File: src/rtl/aes_dec_pkg.sv
// Shared types, constants and column helpers for the AES decryption datapath.
// Column c of a state occupies bits [127-32c -: 32], row 0 in the MSB byte.
package aes_dec_pkg;

  localparam logic [7:0] AES_GF_POLY = 8'h1b;

  typedef logic [127:0] state_t;
  typedef logic [31:0]  word_t;

  typedef enum logic [1:0] {
    ST_IDLE  = 2'd0,
    ST_RUN   = 2'd1,
    ST_DRAIN = 2'd2,
    ST_DONE  = 2'd3
  } fsm_t;

  function automatic word_t get_col(input state_t s, input logic [1:0] c);
    word_t w;
    w = '0;
    for (int i = 0; i < 4; i++) begin
      if (c == i[1:0]) w = s[127-32*i -: 32];
    end
    return w;
  endfunction

  function automatic state_t set_col(input state_t s, input logic [1:0] c, input word_t w);
    state_t r;
    r = s;
    for (int i = 0; i < 4; i++) begin
      if (c == i[1:0]) r[127-32*i -: 32] = w;
    end
    return r;
  endfunction

  // Multiply by x in GF(2^8), reducing by the AES polynomial.
  function automatic logic [7:0] xtime(input logic [7:0] b);
    return {b[6:0], 1'b0} ^ (b[7] ? AES_GF_POLY : 8'h00);
  endfunction

endpackage

File: src/rtl/inv_mix_col_word.sv
// Combinational InvMixColumns on one 32-bit column (row 0 in the MSB byte).
// Products by 9/b/d/e are built from the x2/x4/x8 xtime chain of each byte.
module inv_mix_col_word
  import aes_dec_pkg::*;
(
  input  word_t col,
  output word_t res
);

  logic [7:0] a  [4];
  logic [7:0] x2 [4];
  logic [7:0] x4 [4];
  logic [7:0] x8 [4];
  logic [7:0] m9 [4];
  logic [7:0] mb [4];
  logic [7:0] md [4];
  logic [7:0] me [4];

  genvar gi;
  generate
    for (gi = 0; gi < 4; gi++) begin : g_byte
      assign a[gi]  = col[31-8*gi -: 8];
      assign x2[gi] = xtime(a[gi]);
      assign x4[gi] = xtime(x2[gi]);
      assign x8[gi] = xtime(x4[gi]);
      assign m9[gi] = x8[gi] ^ a[gi];
      assign mb[gi] = x8[gi] ^ x2[gi] ^ a[gi];
      assign md[gi] = x8[gi] ^ x4[gi] ^ a[gi];
      assign me[gi] = x8[gi] ^ x4[gi] ^ x2[gi];
    end

    // Row r uses coefficients e,b,d,9 starting at byte r and rotating.
    for (gi = 0; gi < 4; gi++) begin : g_row
      assign res[31-8*gi -: 8] = me[gi] ^ mb[(gi+1)%4] ^ md[(gi+2)%4] ^ m9[(gi+3)%4];
    end
  endgenerate

endmodule

File: src/rtl/inv_mix_columns_seq.sv
// Sequencer sharing one InvMixColumns column engine across the four columns
// of a state, with valid/ready on both sides and a per-state bypass.
module inv_mix_columns_seq
  import aes_dec_pkg::*;
#(
  parameter int ENGINE_STAGES = 0,
  parameter int NUM_COLS      = 4
)
(
  input  logic         clk,
  input  logic         rst_n,
  input  logic         in_valid,
  output logic         in_ready,
  input  logic [127:0] in_state,
  input  logic         in_bypass,
  input  logic         flush,
  output logic         out_valid,
  input  logic         out_ready,
  output logic [127:0] out_state,
  output logic         busy
);

  generate
    if (NUM_COLS != 4) begin : g_bad_cols
      $error("inv_mix_columns_seq: NUM_COLS must be 4");
    end
    if (ENGINE_STAGES != 0 && ENGINE_STAGES != 1) begin : g_bad_stages
      $error("inv_mix_columns_seq: ENGINE_STAGES must be 0 or 1");
    end
  endgenerate

  localparam fsm_t RUN_EXIT = (ENGINE_STAGES == 1) ? ST_DRAIN : ST_DONE;

  fsm_t       state_reg, state_next;
  logic [1:0] col_cnt_reg, col_cnt_next;
  state_t     src_reg, res_reg;
  word_t      eng_in, eng_out, wr_word;
  logic       wr_en;
  logic [1:0] wr_col;
  logic       accept;

  assign in_ready  = (state_reg == ST_IDLE);
  assign out_valid = (state_reg == ST_DONE);
  assign busy      = (state_reg != ST_IDLE);
  assign out_state = res_reg;
  assign accept    = in_ready && in_valid && !flush;
  assign eng_in    = get_col(src_reg, col_cnt_reg);

  inv_mix_col_word u_engine (
    .col (eng_in),
    .res (eng_out)
  );

  // With a pipelined engine each result lands one cycle late, so the write
  // column trails col_cnt and DRAIN retires the last column.
  generate
    if (ENGINE_STAGES == 1) begin : g_pipe
      word_t pipe_reg;
      always_ff @(posedge clk or negedge rst_n) begin
        if (!rst_n)                  pipe_reg <= '0;
        else if (state_reg == ST_RUN) pipe_reg <= eng_out;
      end
      assign wr_en   = (state_reg == ST_RUN && col_cnt_reg != 2'd0) || (state_reg == ST_DRAIN);
      assign wr_col  = (state_reg == ST_DRAIN) ? 2'd3 : col_cnt_reg - 2'd1;
      assign wr_word = pipe_reg;
    end else begin : g_comb
      assign wr_en   = (state_reg == ST_RUN);
      assign wr_col  = col_cnt_reg;
      assign wr_word = eng_out;
    end
  endgenerate

  always_comb begin
    state_next   = state_reg;
    col_cnt_next = col_cnt_reg;
    case (state_reg)
      ST_IDLE: begin
        col_cnt_next = 2'd0;
        if (in_valid) state_next = in_bypass ? ST_DONE : ST_RUN;
      end
      ST_RUN: begin
        col_cnt_next = col_cnt_reg + 2'd1;
        if (col_cnt_reg == 2'd3) state_next = RUN_EXIT;
      end
      ST_DRAIN: state_next = ST_DONE;
      ST_DONE:  if (out_ready) state_next = ST_IDLE;
      default:  state_next = ST_IDLE;
    endcase
    if (flush) begin
      state_next   = ST_IDLE;
      col_cnt_next = 2'd0;
    end
  end

  always_ff @(posedge clk or negedge rst_n) begin
    if (!rst_n) begin
      state_reg   <= ST_IDLE;
      col_cnt_reg <= 2'd0;
    end else begin
      state_reg   <= state_next;
      col_cnt_reg <= col_cnt_next;
    end
  end

  always_ff @(posedge clk or negedge rst_n) begin
    if (!rst_n) begin
      src_reg <= '0;
      res_reg <= '0;
    end else begin
      if (accept) src_reg <= in_state;
      if (accept && in_bypass) res_reg <= in_state;
      else if (wr_en)          res_reg <= set_col(res_reg, wr_col, wr_word);
    end
  end

endmodule

File: config.mk
export PLATFORM = sky130hd
export DESIGN_NAME = inv_mix_columns_seq
export DESIGN_NICKNAME = d
export VERILOG_FILES = /design/src/rtl/aes_dec_pkg.sv /design/src/rtl/inv_mix_col_word.sv /design/src/rtl/inv_mix_columns_seq.sv
export SDC_FILE = /design/constraint.sdc
export NUM_CORES = 1
export LEC_CHECK = 0
export ABC_AREA = 0
export CAP_MARGIN = 20
export CORE_MARGIN = 8
export CORE_UTILIZATION = 40
export CTS_CLUSTER_DIAMETER = 40
export DETAILED_ROUTE_END_ITERATION = 10
export GPL_ROUTABILITY_DRIVEN = 0
export SETUP_SLACK_MARGIN = 0.2
export SLEW_MARGIN = 0
export SYNTH_ARGS = -nofsm -noshare
export SYNTH_HDL_FRONTEND = slang
export SYNTH_SLANG_ARGS = --single-unit
File: constraint.sdc
create_clock -name clk -period 3.6 [get_ports clk]
set_clock_uncertainty 0.05 [all_clocks]
set_input_delay 0.36 -clock clk [delete_from_list [all_inputs] [get_ports clk]]
set_output_delay 0.36 -clock clk [all_outputs]
set_load 0.005 [all_outputs]
==> flow_metrics.py, run 1 <==
metrics = {
    "run_status": {
        "outcome": "completed",
    },
    "synth": {
        "ys_ff_latch": 260,
        "synth_seq_area_share_pct": 46.7,
        "synth_cells": 1543,
        "avgSynthCellArea_sq_um": 9.02,
        "syn_nets": 1684,
        "ys_types": 45,
        "yosysWarnings": 0,
        "synth_area_sq_um": 13900,
    },
    "sta": {
        "hold_viol": 0,
        "max_slew.worst_pin.slew_ns": 0.972,
        "clock.fmax_mhz": 293,
        "fin_crit_sh_pct": 94.8,
        "rsz0062_at_grt": "true",
        "relSlewSlack_pct": 35.2,
        "fin_crit_ns": 3.41,
        "slew_viol_final": 0,
        "setup-violations-final": 0,
    },
    "cts": {
        "clk_pin_slew_ns": 0.06,
        "clkLatencyLatePin_ns": 0.54,
        "clock-sinks": 260,
        "clockBufferDepth": 3,
        "cts_tree": "done",
        "cts_buffers": 41,
        "h-tree-depth": 2,
        "root_buffer": "clkbuf_16",
    },
    "floorplanning": {
        "die_area_sq_um": 41000,
        "boundaryPins": 265,
        "start_util_pct": 40.5,
        "die_width_microns": 203,
        "core-area_sq_um": 34400,
        "dieHeight_microns": 203,
        "rows": 68,
    },
    "detailed_routing": {
        "ant_nets": 0,
        "drtPass1Iterations": 5,
        "vias": 12800,
        "wl_per_cell_microns": 22.9,
        "drtIter0Drc": 1133,
        "drc": 0,
        "drt-total-wl_mm": 54.1,
        "vias_per_cell": 5.42,
    },
    "place": {
        "io_buffers": 264,
        "placed_cells": 2259,
        "dp_hpwl_mm": 38.9,
        "place_area_sq_um": 17600,
    },
    "critical_path": {
        "crit_path_start_kind": "register",
        "setup.worst_path.class": "register to register",
        "r2r_slack_ns": 0.19,
        "reg2regPathDepth": 13,
        "timing.rr.end": "out_state[20]",
        "timing.rr.start": "col_cnt_reg[1]",
        "cp.arrival_ns": 3.74,
        "endpoint_kind": "register",
        "crit_required_ns": 3.93,
        "startpoint": "col_cnt_reg[1]",
        "path_max_fanout": 20,
    },
    "flow_run": {
        "drv_cap": 0,
    },
    "worst_hold_path": {
        "holdPathEnd": "src_reg[34]",
        "min_path_type": "input pin to register",
        "holdCritStartpoint": "in_state[34]",
        "hold_depth": 3,
    },
    "global_route": {
        "grt_start_max_net_pins": 137,
        "track_usage_pct": 25.2,
        "grt_overflow_total": 0,
        "grt_antenna_before_repair": 4,
        "grt_pass1_wl_mm": 80.5,
        "grt_pass1_vias": 12800,
    },
    "layout": {
        "final_common_cell": "nand2_1",
        "fillers": 3054,
        "layout_common_cells": "nand2_1 (459), clkdlybuf4s50_1 (263), dfrtp_1 (260), nor2_1 (122), a21oi_1 (114)",
        "drive_gt1_share_pct": 16.4,
        "fin_area_sq_um": 19800,
        "instances_no_fill": 2362,
        "final_nets": 2016,
        "diodes": 0,
        "syn2layout_area_growth_pct": 42.0,
    },
}
## synth_stat cells, drive strengths merged
| cell type | count | area [sq um] |
|---|---|---|
| nand2b | 1 | 13.8 |
| o211ai | 4 | 30.0 |
| dfrtp | 260 | 6510 |
| and2 | 5 | 31.3 |
| a221o | 8 | 80.1 |
| a31oi | 1 | 6.26 |
| nor3 | 3 | 15.0 |
| and3 | 6 | 37.5 |
| buf | 24 | 164 |
| o21ai | 99 | 495 |
| inv | 16 | 60.1 |
| ha | 7 | 87.6 |
| a21oi | 135 | 781 |
| a22oi | 31 | 263 |
| a222oi | 1 | 10.0 |
| nand3b | 1 | 7.51 |
| mux2i | 1 | 10.0 |
| nand2 | 460 | 1730 |
| a21o | 16 | 120 |
| clkbuf | 74 | 278 |
| xnor3 | 23 | 521 |
| xor3 | 2 | 47.6 |
| o22ai | 47 | 294 |
| or2 | 1 | 6.26 |
| nor2b | 1 | 13.8 |
| or3b | 1 | 8.76 |
| xor2 | 27 | 244 |
| xnor2 | 141 | 1420 |
| o21a | 4 | 30.0 |
| a211oi | 18 | 135 |
| nor2 | 124 | 473 |
| or3 | 1 | 6.26 |
## layout make-up
class / count / area (sq um) / share of cell area [%]
flip-flops and latches: 260 / 6510 / 32.9
inverters: 16 / 60.1 / 0.304
multi-input cells: 1170 / 7480 / 37.8
well taps: 455 / 569 / 2.88
clock buffers: 49 / 1080 / 5.44
clock inverters: 26 / 327 / 1.65
repair buffers: 386 / 3750 / 19.0
## how the worst max path moves through the flow
| stage | to | slack [ns] |
|---|---|---|
| 2_1_floorplan | out_state[108] | 0.52 |
| 3_3_place_gp | out_state[76] | -0.12 |
| 3_5_place_dp | out_state[76] | -0.12 |
| 4_1_cts | out_state[12] | 0.17 |
| 5_1_grt | out_state[12] | 0.11 |
| 6_report | out_state[20] | 0.19 |
## per-stage QoR
step                hold WS, ns  util, %  worst slack (ns)  setup TNS (ns)
global placement          0.410     51.1            -0.116          -0.446
detailed placement        0.407     51.1            -0.117          -0.548
finish                    0.344     57.5             0.186               0
floorplan                0.0144        -             0.517               0
CTS                       0.329     56.2             0.173               0
global route              0.354     57.5             0.108               0
## layer usage
metal | up-vias | global-route usage, % | wire (microns) | share of wire (%)
met5 | - | 0 | 43 | 0.079
met4 | 6 | 6.63 | 1340 | 2.5
met3 | 99 | 5.59 | 4440 | 8.2
met2 | 499 | 39.6 | 25000 | 46
met1 | 6405 | 34.7 | 23300 | 43
li1 | 5786 | - | - | -
## kinds of logic after synthesis
logic type / count (synthesis) / synth area share, %
buffers and inverters: 114 / 3.60
XOR/XNOR: 193 / 16.0
multiplexers: 1 / 0.0719
flip-flops: 260 / 46.7
AND/OR/NAND/NOR: 604 / 16.8
adder cells (fa/ha/maj): 7 / 0.629
AO/OA/AOI/OAI: 364 / 16.1
## worst max-delay path, cell delays in order (launching register included)
cell and delay [ns]:
dfrtp_1 0.41, buf_4 0.16, ha_4 0.20, buf_8 0.17, nor2_4 0.15, buf_12 0.20
a21oi_2 0.07, buf_4 0.19, xnor2_2 0.22, xor2_2 0.20, xnor3_2 0.48, xnor2_4 0.22
xnor2_2 0.37, o22ai_1 0.15
## what timing repair did
action,4_1_cts,5_1_grt
endpoints found under the setup margin,93,109
setup buffers,13,13
cloned,0,1
hold buffers,1,0
resized for setup,34,62
hold endpoints to repair,108,0
pin swaps,13,17
Power of run 1 is left out: the tool's default activity adds up to more than one toggle a clock period on the data nets, which glitch-free logic cannot reach.
==> run 2, diff against run 1 <==
- SYNTH_HIERARCHICAL: not set -> 1
==> flow_metrics.py, run 2 <==
metrics = {
    "synth": {
        "synthFlopType": "dfrtp_1",
        "yosys.area_share.simple_pct": 6.18,
        "yosys-top-cells-area": "dfrtp_1 (46%), mux2_2 (10%), mux2i_1 (9.2%)",
        "synth_mux_area_share_pct": 19.6,
        "yosysWarnings": 6,
        "avgSynthCellArea_sq_um": 11.6,
        "synth_most_common_cell": "dfrtp_1",
        "netlist.area_leader.share_pct": 46.3,
        "synth_compound_area_share_pct": 8.45,
        "synth-xor-area-share_pct": 14.6,
        "synth_cells": 1213,
        "synthAdderAreaFrac_pct": 0.801,
        "ys_types": 28,
        "synthTopCellsByCount": "dfrtp_1 (260), a21oi_1 (132), nor2_1 (132)",
        "async_reset_ff_share_pct": 100,
        "synth_area_sq_um": 14100,
        "synth_edf_count": 0,
        "syn_nets": 1356,
        "synth_top_family_by_area": "multiplexers",
        "synth_seq_area_share_pct": 46.3,
        "synth_top_cell_by_area": "dfrtp_1",
        "ys_ff_latch": 260,
    },
    "sta": {
        "clock.fmax_mhz": 285,
        "fin_crit_ns": 3.51,
        "fin_ws_ns": 0.0929,
        "fin_crit_sh_pct": 97.4,
        "fin_tns_setup_ns": 0,
        "max_slew.worst_pin.slew_ns": 0.792,
        "rsz0062_at_grt": "true",
        "setup-violations-final": 0,
        "hold_viol": 0,
        "slew_viol_final": 0,
        "relSlewSlack_pct": 47.0,
    },
    "layout": {
        "multi_input_area_sq_um": 8070,
        "final_common_cell": "clkdlybuf4s50_1",
        "drive_gt1_share_pct": 32.8,
        "postLayoutCoreUtil_pct": 61.9,
        "syn2layout_area_growth_pct": 52.2,
        "fillers": 2756,
        "seqCellArea_sq_um": 6510,
        "final_nets": 1772,
        "layout_common_cells": "clkdlybuf4s50_1 (263), dfrtp_1 (259), buf_4 (136), a21oi_1 (132), nor2_1 (132)",
    },
    "detailed_routing": {
        "drc": 0,
        "wl_met2_mm": 22.6,
        "ant_nets": 0,
        "drt-total-wl_mm": 46.7,
        "drtIter0Drc": 651,
        "vias_per_cell": 5.13,
        "drtPass1Iterations": 5,
        "wl_met1_mm": 20.1,
        "wl_per_cell_microns": 22.1,
        "top_layer": "met5",
        "vias": 10900,
        "route.met3.wl_mm": 2.79,
    },
    "run_status": {
        "outcome": "completed",
    },
    "flow_run": {
        "drv_cap": 0,
    },
    "cts": {
        "clkLatencyLatePin_ns": 0.53,
        "h-tree-depth": 2,
        "root_buffer": "clkbuf_16",
        "cts_buffers": 46,
        "cts_tree": "done",
        "clockBufferDepth": 3,
        "clock-sinks": 260,
        "clk_pin_slew_ns": 0.05,
    },
    "critical_path": {
        "reg2regPathDepth": 15,
        "setup.worst_path.class": "register to register",
        "timing.rr.end": "out_state[123]",
        "path_max_fanout": 6,
        "timing.rr.start": "col_cnt_reg[0]",
        "endpoint_kind": "register",
        "r2r_slack_ns": 0.09,
        "cp.arrival_ns": 3.84,
        "crit_required_ns": 3.94,
        "crit_path_start_kind": "register",
    },
    "place": {
        "dp_hpwl_mm": 31.0,
        "io_buffers": 264,
        "post-place-ws_ns": -0.119,
    },
    "floorplanning": {
        "dieHeight_microns": 203,
        "core-area_sq_um": 34500,
        "start_util_pct": 40.7,
        "boundaryPins": 265,
        "rows": 68,
        "die_area_sq_um": 41400,
        "die_width_microns": 203,
    },
    "worst_hold_path": {
        "min_path_type": "input pin to asynchronous set/reset pin",
    },
    "global_route": {
        "grt_start_max_net_pins": 139,
        "track_usage_pct": 20.7,
        "grt_antenna_before_repair": 1,
        "grt_overflow_total": 0,
        "grt_pass1_vias": 11100,
        "grt_pass1_wl_mm": 67.6,
    },
}
## run 2: cell count changes after synthesis, sizes merged, moves of 35 or more
cell	previous run	this run
clkbuf	74	39
mux2	0	130
mux2i	1	129
nand2	460	38
o21ai	99	1
o22ai	47	0
## run 2: layout make-up
type / count / share of cell area, %
antenna: 1 / 0.0117
multi-input combinational: 850 / 37.7
tap: 455 / 2.66
clock inverter: 28 / 1.65
inverter: 9 / 0.170
clock buffer: 54 / 5.85
timing repair buffer: 462 / 21.5
sequential: 260 / 30.4
## run 2: timing repair
action | CTS | global route
setup endpoints to repair | 117 | 124
hold buffers | 1 | 0
pin swaps | 46 | 72
setup buffers | 21 | 51
resized for setup | 64 | 134
gates cloned | 1 | 2
hold endpoints to repair | 91 | 0
## run 2: worst max path at each step
stage                    from              to  slack, ns  depth (start not counted)
2_1_floorplan  col_cnt_reg[1]   out_state[44]       0.22                         14
3_3_place_gp   col_cnt_reg[0]   out_state[36]      -0.06                         16
3_5_place_dp   col_cnt_reg[0]   out_state[36]      -0.12                         16
4_1_cts        col_cnt_reg[0]   out_state[36]       0.12                         15
5_1_grt        col_cnt_reg[0]   out_state[91]      -0.06                         15
6_report       col_cnt_reg[0]  out_state[123]       0.09                         15
## run 2: metal layers
metal / vias up / track usage [%]
li1: 5040 / -
met4: 2 / 5.93
met1: 5419 / 27.6
met2: 329 / 33.3
met3: 81 / 4.70
met5: - / 0
## run 2: stage by stage
stage	instances	area [sq um]	hold slack (ns)
final	2119	21400	0.394
after global routing	2118	21400	0.383
after floorplan	1213	14100	0.0144
after global placement	1960	17900	0.410
after CTS	2065	20100	0.378
after detailed placement	1960	17900	0.408
## run 2: logic make-up after synthesis
family / Yosys count
DFF: 260
muxes: 259
and+or+nand+nor: 206
AOI/OAI and AO/OA: 197
xor gates and xnor gates: 179
buffers and inverters: 103
adders and majority gates: 9
## run 2: worst max-delay path, stage by stage (launching register included)
cell and delay [ns]:
dfrtp_2 0.44, inv_4 0.09, ha_4 0.13, nor2b_4 0.23, buf_12 0.16, buf_6 0.10, a221oi_2 0.04, o31ai_1 0.23
buf_4 0.23, xnor3_1 0.51, xnor2_2 0.25, xnor3_2 0.36, xnor2_2 0.18, buf_6 0.14, mux2i_1 0.12, a21oi_1 0.09
Power of run 2 is left out for the same reason.
==> run 3, diff against run 2 <==
- CORE_ASPECT_RATIO: not set -> 0.6
==> flow_metrics.py, run 3 (synthesis results as in run 2) <==
metrics = {
    "floorplanning": {
        "core-area_sq_um": 34800,
        "die_area_sq_um": 41600,
        "dieHeight_microns": 161,
        "rows": 53,
        "start_util_pct": 40.4,
        "boundaryPins": 265,
        "die_width_microns": 258,
    },
    "layout": {
        "drive_gt1_share_pct": 33.0,
        "final_nets": 1764,
        "final_common_cell": "clkdlybuf4s50_1",
        "diodes": 0,
        "syn2layout_area_growth_pct": 49.4,
        "layout_common_cells": "clkdlybuf4s50_1 (263), dfrtp_1 (260), buf_4 (157), nor2_1 (132)",
    },
    "sta": {
        "setup-violations-final": 0,
        "fin_crit_sh_pct": 98.3,
        "clock.fmax_mhz": 283,
        "fin_crit_ns": 3.54,
        "slew_viol_final": 0,
        "max_slew.worst_pin.slew_ns": 0.953,
        "rsz0062_at_grt": "true",
        "hold_viol": 0,
        "relSlewSlack_pct": 36.5,
        "holdWs_ns": 0.356,
    },
    "detailed_routing": {
        "vias": 10900,
        "drtIter0Drc": 671,
        "vias_per_cell": 5.15,
        "drc": 0,
        "wl_per_cell_microns": 22.7,
        "drtPass1Iterations": 5,
        "drt-total-wl_mm": 47.8,
        "ant_nets": 0,
    },
    "cts": {
        "root_buffer": "clkbuf_16",
        "cts_buffers": 31,
        "clock-sinks": 260,
        "h-tree-depth": 1,
        "cts_tree": "done",
        "clk_pin_slew_ns": 0.06,
        "clockBufferDepth": 3,
        "clkLatencyLatePin_ns": 0.57,
    },
    "critical_path": {
        "cp_slowest_cell": "xnor3_1",
        "crit_required_ns": 3.97,
        "crit_chain": "inv_2 > buf_6 > ha_4 > buf_12 > nor2b_1 > o31ai_2 > buf_4 > xnor3_2 > xnor2_2 > xnor3_1 > xor2_2 > buf_6 > mux2i_1 > a21oi_1",
        "cp.arrival_ns": 3.91,
        "crit_path_max_incr_delay_ns": 0.48,
        "crit_top_cell": "buf_6",
        "setup.worst_path.class": "register to register",
        "crit_path_start_kind": "register",
        "cp_top_family": "XOR/XNOR gates",
        "endpoint_kind": "register",
        "cp_num_buf_inv": 5,
        "path_max_fanout": 12,
    },
    "place": {
        "io_buffers": 264,
        "dp_hpwl_mm": 32.6,
    },
    "global_route": {
        "grt_overflow_total": 0,
        "grt_pass1_wl_mm": 68.6,
        "track_usage_pct": 21.1,
        "grt_start_max_net_pins": 141,
        "grt_antenna_before_repair": 1,
        "grt_pass1_vias": 11000,
    },
    "flow_run": {
        "drv_cap": 0,
    },
    "worst_hold_path": {
        "min_path_type": "input pin to register",
    },
    "run_status": {
        "outcome": "completed",
    },
}
[run 3: tightest hold or removal path: cells and delay by family]
family                 cells  cell delay [ns]
AOI/OAI and AO/OA          1             0.05
buffers and inverters      1             0.42
and+or+nand+nor            1             0.11
[run 3: area by class of cell]
type / count / area (sq um)
fill: 2769 / 13800
multi-input combinational: 850 / 8240
sequential: 260 / 6510
timing repair buffer: 469 / 4630
clock buffer: 39 / 866
tap: 467 / 584
clock inverter: 15 / 149
inverter: 9 / 33.8
[run 3: routing by layer]
layer / routed length, microns / global-route usage (%) / up-vias
met5: 10 / 0 / -
met4: 1060 / 4.61 / 2
met3: 2900 / 5.55 / 61
met2: 22000 / 32.5 / 320
met1: 21900 / 29.6 / 5474
li1: - / - / 5011
[run 3: path summary, 6_finish.rpt]
path,from,endpoint,slack (ns),depth (start not counted)
max,col_cnt_reg[0],out_state[3],0.06,14
min,in_state[87],out_state[87],0.36,3
max reg2reg,col_cnt_reg[0],out_state[3],0.06,14
min reg2reg,src_reg[14],src_reg[14],0.46,1
max in group asynchronous,rst_n,out_state[50],2.19,3
min in group asynchronous,rst_n,out_state[33],0.45,2
[run 3: repair_timing]
action | 4_1_cts | 5_1_grt
setup buffers | 31 | 59
endpoints found under the setup margin | 105 | 120
cloned | 2 | 5
pin swaps | 32 | 80
endpoints found under the hold margin | 112 | 0
hold buffers | 1 | 0
gates resized for setup | 84 | 118
[run 3: metrics by stage]
stage	setup slack [ns]	std cells	utilization (%)	TNS, ns	instance area, sq um
global route	-0.116	2109	60.3	-0.820	21000
finish	0.0606	2109	60.3	0	21000
global placement	-0.155	1957	51.0	-1.00	17800
floorplan	0.220	1213	-	0	14100
CTS	0.155	2045	56.3	0	19600
detailed placement	-0.134	1957	51.0	-0.961	17800
Power of run 3 is left out for the same reason.
